<file path="src/rtl/instruction_fetch_unit.sv">
// IF stage: PC, req/ack fetch FSM, 1-entry skid buffer, redirect squash.
// Optional perf counters under FETCH_PERF_CNT_EN.
module instruction_fetch_unit #(
  parameter logic [31:0] RESET_PC  = 32'h0000_0000,
  parameter logic [31:0] NOP_INSTR = 32'h0000_0000,
  parameter int unsigned MAX_WAIT  = 15
) (
  input  logic        clk,
  input  logic        reset,
  input  logic        stall,
  input  logic        branch,
  input  logic [31:0] branchTarget,
  input  logic        endProgram,
  output logic        imemReq,
  output logic [31:0] imemAddr,
  input  logic        imemAck,
  input  logic [31:0] imemRdata,
  output logic [31:0] pcPlus4,
  output logic [31:0] preInstruction,
  output logic        ifIdWrIn,
  output logic        fetchError,
  output logic [31:0] bubbleCount,
  output logic [31:0] stallCount
);

  typedef enum logic [1:0] {
    IDLE,
    REQ,
    HALT,
    ERR
  } state_t;

  localparam logic [3:0] WAIT_LIMIT = 4'(MAX_WAIT);

  state_t      state;
  state_t      stateNext;
  logic [31:0] pc;
  logic [31:0] reqAddr;
  logic [31:0] bufPc;
  logic [31:0] bufInstr;
  logic        bufValid;
  logic        squash;
  logic        endPending;
  logic [3:0]  waitCnt;

  logic        redirect;
  logic        ack;
  logic        fill;
  logic        endReq;

  assign redirect = branch & ~stall;
  // a full buffer under stall has nowhere to put returning data
  assign imemReq  = (state == REQ) & ~(bufValid & stall);
  assign ack      = imemReq & imemAck;
  assign fill     = ack & ~squash & ~redirect;
  assign endReq   = endProgram | endPending;

  assign imemAddr       = (state == REQ && squash) ? reqAddr : pc;
  assign ifIdWrIn       = ~stall & ~reset;
  assign preInstruction = bufValid ? bufInstr : NOP_INSTR;
  assign pcPlus4        = (bufValid ? bufPc : pc) + 32'd4;
  assign fetchError     = (state == ERR);

  always_comb begin
    stateNext = state;
    unique case (state)
      IDLE: begin
        if (endReq)
          stateNext = HALT;
        else if (~bufValid | ~stall)
          stateNext = REQ;
      end
      REQ: begin
        if (ack) begin
          if (endReq)
            stateNext = HALT;
          else if (squash)
            stateNext = IDLE;
          else if (~stall)
            stateNext = REQ;
          else
            stateNext = IDLE;
        end else if (imemReq && waitCnt == WAIT_LIMIT) begin
          stateNext = ERR;
        end
      end
      default: stateNext = state;
    endcase
  end

  always_ff @(posedge clk or posedge reset) begin
    if (reset) begin
      state      <= IDLE;
      pc         <= RESET_PC;
      reqAddr    <= RESET_PC;
      bufPc      <= RESET_PC;
      bufInstr   <= NOP_INSTR;
      bufValid   <= 1'b0;
      squash     <= 1'b0;
      endPending <= 1'b0;
      waitCnt    <= 4'd0;
    end else begin
      state <= stateNext;

      if (redirect)
        pc <= branchTarget;
      else if (fill)
        pc <= pc + 32'd4;

      if (redirect) begin
        bufValid <= 1'b0;
      end else if (fill) begin
        bufValid <= 1'b1;
        bufPc    <= pc;
        bufInstr <= imemRdata;
      end else if (~stall) begin
        bufValid <= 1'b0;
      end

      // memory still owes the old address; keep it on the bus
      if (ack)
        squash <= 1'b0;
      else if (redirect && imemReq)
        squash <= 1'b1;

      if (redirect && imemReq && !ack && !squash)
        reqAddr <= pc;

      if (endProgram)
        endPending <= 1'b1;

      if (ack || state != REQ)
        waitCnt <= 4'd0;
      else if (imemReq)
        waitCnt <= waitCnt + 4'd1;
    end
  end

`ifdef FETCH_PERF_CNT_EN
  logic [31:0] bubbleCnt;
  logic [31:0] stallCnt;

  always_ff @(posedge clk or posedge reset) begin
    if (reset) begin
      bubbleCnt <= 32'h0;
      stallCnt  <= 32'h0;
    end else begin
      if (ifIdWrIn && !bufValid && bubbleCnt != 32'hFFFF_FFFF)
        bubbleCnt <= bubbleCnt + 32'd1;
      if (stall && stallCnt != 32'hFFFF_FFFF)
        stallCnt <= stallCnt + 32'd1;
    end
  end

  assign bubbleCount = bubbleCnt;
  assign stallCount  = stallCnt;
`else
  assign bubbleCount = 32'h0;
  assign stallCount  = 32'h0;
`endif

endmodule
</file>
<file path="config.mk">
export PLATFORM = sky130hd
export DESIGN_NAME = instruction_fetch_unit
export DESIGN_NICKNAME = d
export VERILOG_FILES = /design/src/rtl/instruction_fetch_unit.sv
export SDC_FILE = /design/constraint.sdc
export NUM_CORES = 1
export LEC_CHECK = 0
export BUFFER_PORTS_ARGS = -buffer_cell sky130_fd_sc_hd__buf_4
export CELL_PAD_IN_SITES_DETAIL_PLACEMENT = 1
export CELL_PAD_IN_SITES_GLOBAL_PLACEMENT = 1
export CORE_ASPECT_RATIO = 0.8
export CORE_MARGIN = 3
export CORE_UTILIZATION = 40
export DETAILED_ROUTE_END_ITERATION = 8
export PLACE_DENSITY_LB_ADDON = 0.08
export SYNTH_ARGS = -nofsm -noshare
export SYNTH_HDL_FRONTEND = slang
export SYNTH_SLANG_ARGS = --single-unit
</file>
<file path="constraint.sdc">
create_clock -name clk -period 5.1 [get_ports clk]
set_input_delay 1.02 -clock clk [delete_from_list [all_inputs] [get_ports clk]]
set_output_delay 1.02 -clock clk [all_outputs]
set_load 0.01 [all_outputs]
</file>
== Word-level counts from Yosys, hierarchy flattened ==
Cells that the tools add are included.
Storage, ports and cells
  bits in registers: 137
  input bits: 70
  word-level logic and storage cells: 69
  output and inout port bits: 163
Operators by class
  reductions and logical operators: 15
  multiplexer cells: 20
  $add $sub $neg: 3
  eq/ne operators: 7
  bitwise operators: 15
Operators with widths (number)
  $mux W32: 5
  $add A32 B3 Y32 const B: 2
  $mux W2: 5
  $mux W4: 2
  $reduce_bool A2 Y1: 4
  $and A1 B1 Y1: 7
  $mux W1: 7
  $not A1 Y1: 6
  $logic_and A1 B1 Y1: 5
  $add A4 B1 Y4 const B: 1
  $eq A4 B4 Y1 const B: 1
  $pmux W2 S2: 1
  $ne A3 B1 Y1 const B: 1
  $ne A3 B2 Y1 const B: 1
  $ne A3 B3 Y1 const B: 1
  $reduce_and A3 Y1: 1
  $eq A2 B1 Y1 const B: 1
  $eq A2 B2 Y1 const B: 1
  $logic_not A1 Y1: 2
  $logic_not A2 Y1: 1
  $ne A2 B1 Y1 const B: 1
  $or A1 B1 Y1: 2
  $reduce_and A2 Y1: 1
  $logic_or A1 B1 Y1: 1

== Logic depth before layout (Yosys ltp) ==
  depth after elaboration: 8
  depth in mapped cells: 12
  mapped depth without buffers: 7

== Worst setup path after synthesis ==
OpenSTA, ideal clock, no wires.
  path kind: register -> output
  start: reg bufValid
  end: out pcPlus4[28]
  arrival: 3.220 ns
  path buffers: 5
  stages on the path, launching flop included: 13
  slack: 0.860 ns
  required time: 4.080 ns
  cells stage by stage: dfrtp_1 buf_2 buf_2 buf_1 buf_1 buf_1 mux2i_1 inv_1 ha_1 a21boi_0 nand3_1 nor4_1 xnor2_1
On the way
  longest elaborated chain between the ends: 2
Ends and longest elaborated chain
  start: declaration: RTL line 41  | logic bufValid;
  start signal: assignment: RTL line 98  | bufValid <= 1'b0;
  start signal: assignment: RTL line 111  | bufValid <= 1'b0;
  start signal: assignment: RTL line 113  | bufValid <= 1'b1;
  $mux W32: RTL line 61  | assign pcPlus4 = (bufValid ? bufPc : pc) + 32'd4;
  $add A32 B3 Y32: RTL line 61
  end: declaration: RTL line 18  | output logic [31:0] pcPlus4,
No other way between the ends.

== Worst setup path after layout ==
Ends and elaborated chain as after synthesis.

==> results.md <==
Logic synthesis:
- In the post-synthesis netlist, the biggest area contributors are sky130_fd_sc_hd__dfrtp_1 42%, sky130_fd_sc_hd__mux2_2 18%, sky130_fd_sc_hd__buf_4 5.9%.
- The portion of the post-synthesis area used by sequential elements is 0.420.
- Sorting the synthesized cells by how often they occur yields 137 x sky130_fd_sc_hd__dfrtp_1, 132 x sky130_fd_sc_hd__mux2_2, 65 x sky130_fd_sc_hd__nand2_1.
- The average instance in the mapped netlist occupies 10.4 µm².
- The number of enable flip-flop cells after synthesis is 0.
- The most common flop cell mapped by yosys is sky130_fd_sc_hd__dfrtp_1.
- The number of distinct library cells after synthesis is between 40 and 50.
- The most common cell in the netlist is sky130_fd_sc_hd__dfrtp_1.
- The synthesis-stage register bit count is ~140.
- The largest total area in the synthesized netlist belongs to sky130_fd_sc_hd__dfrtp_1.
- The synthesized instance count is approximately 800.
- Of the post-synthesis cell area, the dominant cell type holds 0.420.
- The total of warnings raised by yosys is 0.
- The post-synthesis async set-or-reset flop share is 1.00.
- The total standard cell area after synthesis is 0.00817 mm².

Global routing:
- For this run, global-route usage on met3 was measured as 0.0586.
- The met2 layer usage reported by global route is 0.354.
- Summed over all layers, the global routing overflow is 0.
- For this run, global-route usage on met1 was measured as 0.260.
- The first global-routing pass estimated ~37,000 µm of wire.
- The all-layer global routing usage is 0.206.
- The number of antenna violations at the first check in global routing is 0.
- The pin count of the biggest net entering global routing is ~110.
- The global routing stage identified its most utilized layer as met2.
- The number of global-route vias before repair is 6,761.

Power:
- The largest voltage drop on the vdd net is 0.212 mV.
- The static leakage is 4.61 nW.
- The areal power density over the cells is around 310 mW/mm².

Timing:
- The portion of the clock cycle consumed by the worst path in the final layout is 0.833.
- The final-report max-slew violation count is 0.
- The headroom to the max-slew limit is 0.320.
- The worst setup skew after layout is 0.00854 ns.
- The final hold violation count is 0.
- The time the worst path needs with I/O delays and setup is 4.25 ns.
- The transition time at the pin with the least slew margin is 1.02 ns.
- Setup repair after global routing left no endpoint under its margin.
- Setup violations remaining at the end of the flow were counted as 0.
- For the final routed database, the setup TNS stands at 0 ns.
- For this run, the top clock speed supported by timing is 0.235 GHz.

Finish:
- The antenna diode count is 0.
- The share of cells above drive strength 1 is 0.381.
- The filler cells instantiated in the layout total 2,212.
- The net total in the final layout is 992.
- The final core area utilization is 0.502.
- Compared with the post-synthesis result, the final layout area differs by 22.4%.

Detailed routing:
- Wires add up to 22,900 µm.
- For this run, the detailed router's first-pass iteration total came to 6.
- After detailed routing, the number of vias per cell comes to 5.17.
- The detailed router's first-iteration violation count is about 280.
- The number of vias in the routed layout is 6,177.
- In the final routed layout, each cell accounts on average for 19.2 µm.
- In the routed design, unresolved DRC markers number 0.
- The count of antenna-violating nets left after detailed routing is 0.

Critical path:
- For this run, the slowest stage of the critical path takes 0.92 ns.
- The highest net fanout along the worst path is 67.
- In this design, the largest share of critical-path delay is due to flip-flops.
- The largest individual stage delay along the critical path comes from the cell sky130_fd_sc_hd__dfrtp_4.
- The sort of element at the start of the critical path is a register.
- Across all register-to-register paths, the minimum setup slack is ~2.4 ns.
- The signal on the critical path passes through mux2i_1, inv_1, ha_1, a21boi_0, nand3_1, nor4_1, xnor2_1, buf_4.
- STA puts the critical path data required time at 4.08 ns.
- The critical path in this run is classified as register to output port.
- Together, buffers and inverters on the worst path number 2.
- Data arrives at the worst endpoint at around 3.2 ns.
- The kind of capture point of the worst setup path is an output port.

Clocking:
- After clock tree synthesis, the flow added hold-fix buffers numbering 0.
- The number of buffers inserted to repair setup after CTS is 0.
- The number of clock sinks is approximately 140.
- Post-CTS repair changed the size of 0 cells.
- The clock transition at the register clock pins on the worst setup and hold paths after CTS is ~0.06 ns.
- The number of buffers inserted during clock tree synthesis is 17.
- The clock insertion delay at the later pin of the skew report is ~0.42 ns.
- The root buffer cell is sky130_fd_sc_hd__clkbuf_16.
- The TritonCTS clock tree is yes.
- The level count of the clock H-tree is 4.
- The buffer levels on the longest clock path is 2.

Place:
- The detailed-placement wirelength estimate is around 16,000 µm.
- Buffers placed on the I/O ports in this run total 168.
- The congestion estimate from routability-driven global placement came to 0.847.

Die:
- The overall die height is 134 µm.
- The initial utilization of the core area, before any placement, comes to 0.410.
- The number of top-level pins is 233.
- The width of the die is roughly 170 µm.
- The area of the die is 0.0222 mm².
- The number of placement rows is 46.
- The floorplan step defined a core boundary enclosing approximately 0.02 mm².

Status:
- The run finished with clean final reports.

Flow run:
- The count of max-cap constraint violations is 0.

Worst hold path:
- In this run the worst hold path is classified as register to register.
## final timing paths
kind,start,to,depth (start not counted)
min in group asynchronous,reset,reqAddr[1]$_DFFE_PP0P_,2
worst max register to register,bufValid$_DFFE_PP0P_,bufInstr[13]$_DFFE_PP0P_,4
worst min-delay path,bufInstr[11]$_DFFE_PP0P_,bufInstr[11]$_DFFE_PP0P_,1
worst max-delay path,bufValid$_DFFE_PP0P_,pcPlus4[28],8
worst min register to register,bufInstr[11]$_DFFE_PP0P_,bufInstr[11]$_DFFE_PP0P_,1
max in group asynchronous,reset,bufInstr[14]$_DFFE_PP0P_,3
## where the power goes
group / internal (W) / switching, W / total, W
sequential: 0.00115 / 0.000112 / 0.00126
combinational: 0.000225 / 0.000220 / 0.000444
clock: 0.000876 / 0.000474 / 0.00135
## cell families after synthesis
group | count (synthesis) | synth area share
xor gates and xnor gates | 58 | 0.0622
muxes | 161 | 0.218
other | 1 | 0.000459
DFF | 137 | 0.420
buffers and inverters | 132 | 0.0924
and+or+nand+nor | 236 | 0.158
AOI/OAI and AO/OA | 60 | 0.0452
adders and majority gates | 3 | 0.00460
## cells in the final DEF (no fill, tap or decap), types with 3 or more instances in the layout
cell	instances
sky130_fd_sc_hd__buf_4	178
sky130_fd_sc_hd__dfrtp_1	136
sky130_fd_sc_hd__mux2_2	132
sky130_fd_sc_hd__nand2_1	65
sky130_fd_sc_hd__conb_1	64
sky130_fd_sc_hd__xor2_1	38
sky130_fd_sc_hd__nand3_1	37
sky130_fd_sc_hd__o21ai_0	35
sky130_fd_sc_hd__and2_1	35
sky130_fd_sc_hd__mux2i_1	29
sky130_fd_sc_hd__nor2_1	22
sky130_fd_sc_hd__xnor2_1	20
sky130_fd_sc_hd__nand4_1	18
sky130_fd_sc_hd__clkbuf_16	17
sky130_fd_sc_hd__nand3b_1	13
sky130_fd_sc_hd__a21oi_1	10
sky130_fd_sc_hd__nor3_1	7
sky130_fd_sc_hd__and3_1	7
sky130_fd_sc_hd__bufinv_16	5
sky130_fd_sc_hd__clkinvlp_4	4
sky130_fd_sc_hd__and4_1	3
sky130_fd_sc_hd__or3_1	3
sky130_fd_sc_hd__nor3b_1	3
sky130_fd_sc_hd__a22oi_1	3
sky130_fd_sc_hd__a222oi_1	3
sky130_fd_sc_hd__ha_1	3
## sequential cells by signal, summed over array words and instances (netlist names), 2 cells and up
signal and flops:
pc 32, bufPc 32, state 2, bufInstr 32, waitCnt 4, reqAddr 32
## cell type report
| cell class | count | area (µm²) | area share |
|---|---|---|---|
| Tap cell | 264 | 330 | 0.0330 |
| Clock inverter | 12 | 199 | 0.0199 |
| Inverter | 3 | 16.3 | 0.00163 |
| Timing Repair Buffer | 178 | 1340 | 0.134 |
| Clock buffer | 19 | 443 | 0.0443 |
| Multi-Input combinational cell | 582 | 4240 | 0.424 |
| Sequential cell | 137 | 3430 | 0.343 |
## routing by layer
metal,vias to the layer above,wire length [µm]
met5,-,0
met1,3121,9900
met4,0,318
li1,2865,-
met2,163,11400
met3,28,1340
## metrics by stage
stage          instances  cell area [µm²]  power, W  hold slack (ns)  setup WS [ns]
2_1_floorplan        851             8400   0.00153            0.445          0.412
3_3_place_gp        1164             9350   0.00171            0.481           1.35
3_5_place_dp        1164             9350   0.00172            0.487           1.29
4_1_cts             1195             9990   0.00309            0.501          0.816
5_1_grt             1195             9990   0.00320            0.513          0.527
6_report            1195             9990   0.00305            0.497          0.853
No activity file was read; power rests on OpenSTA's default activity.
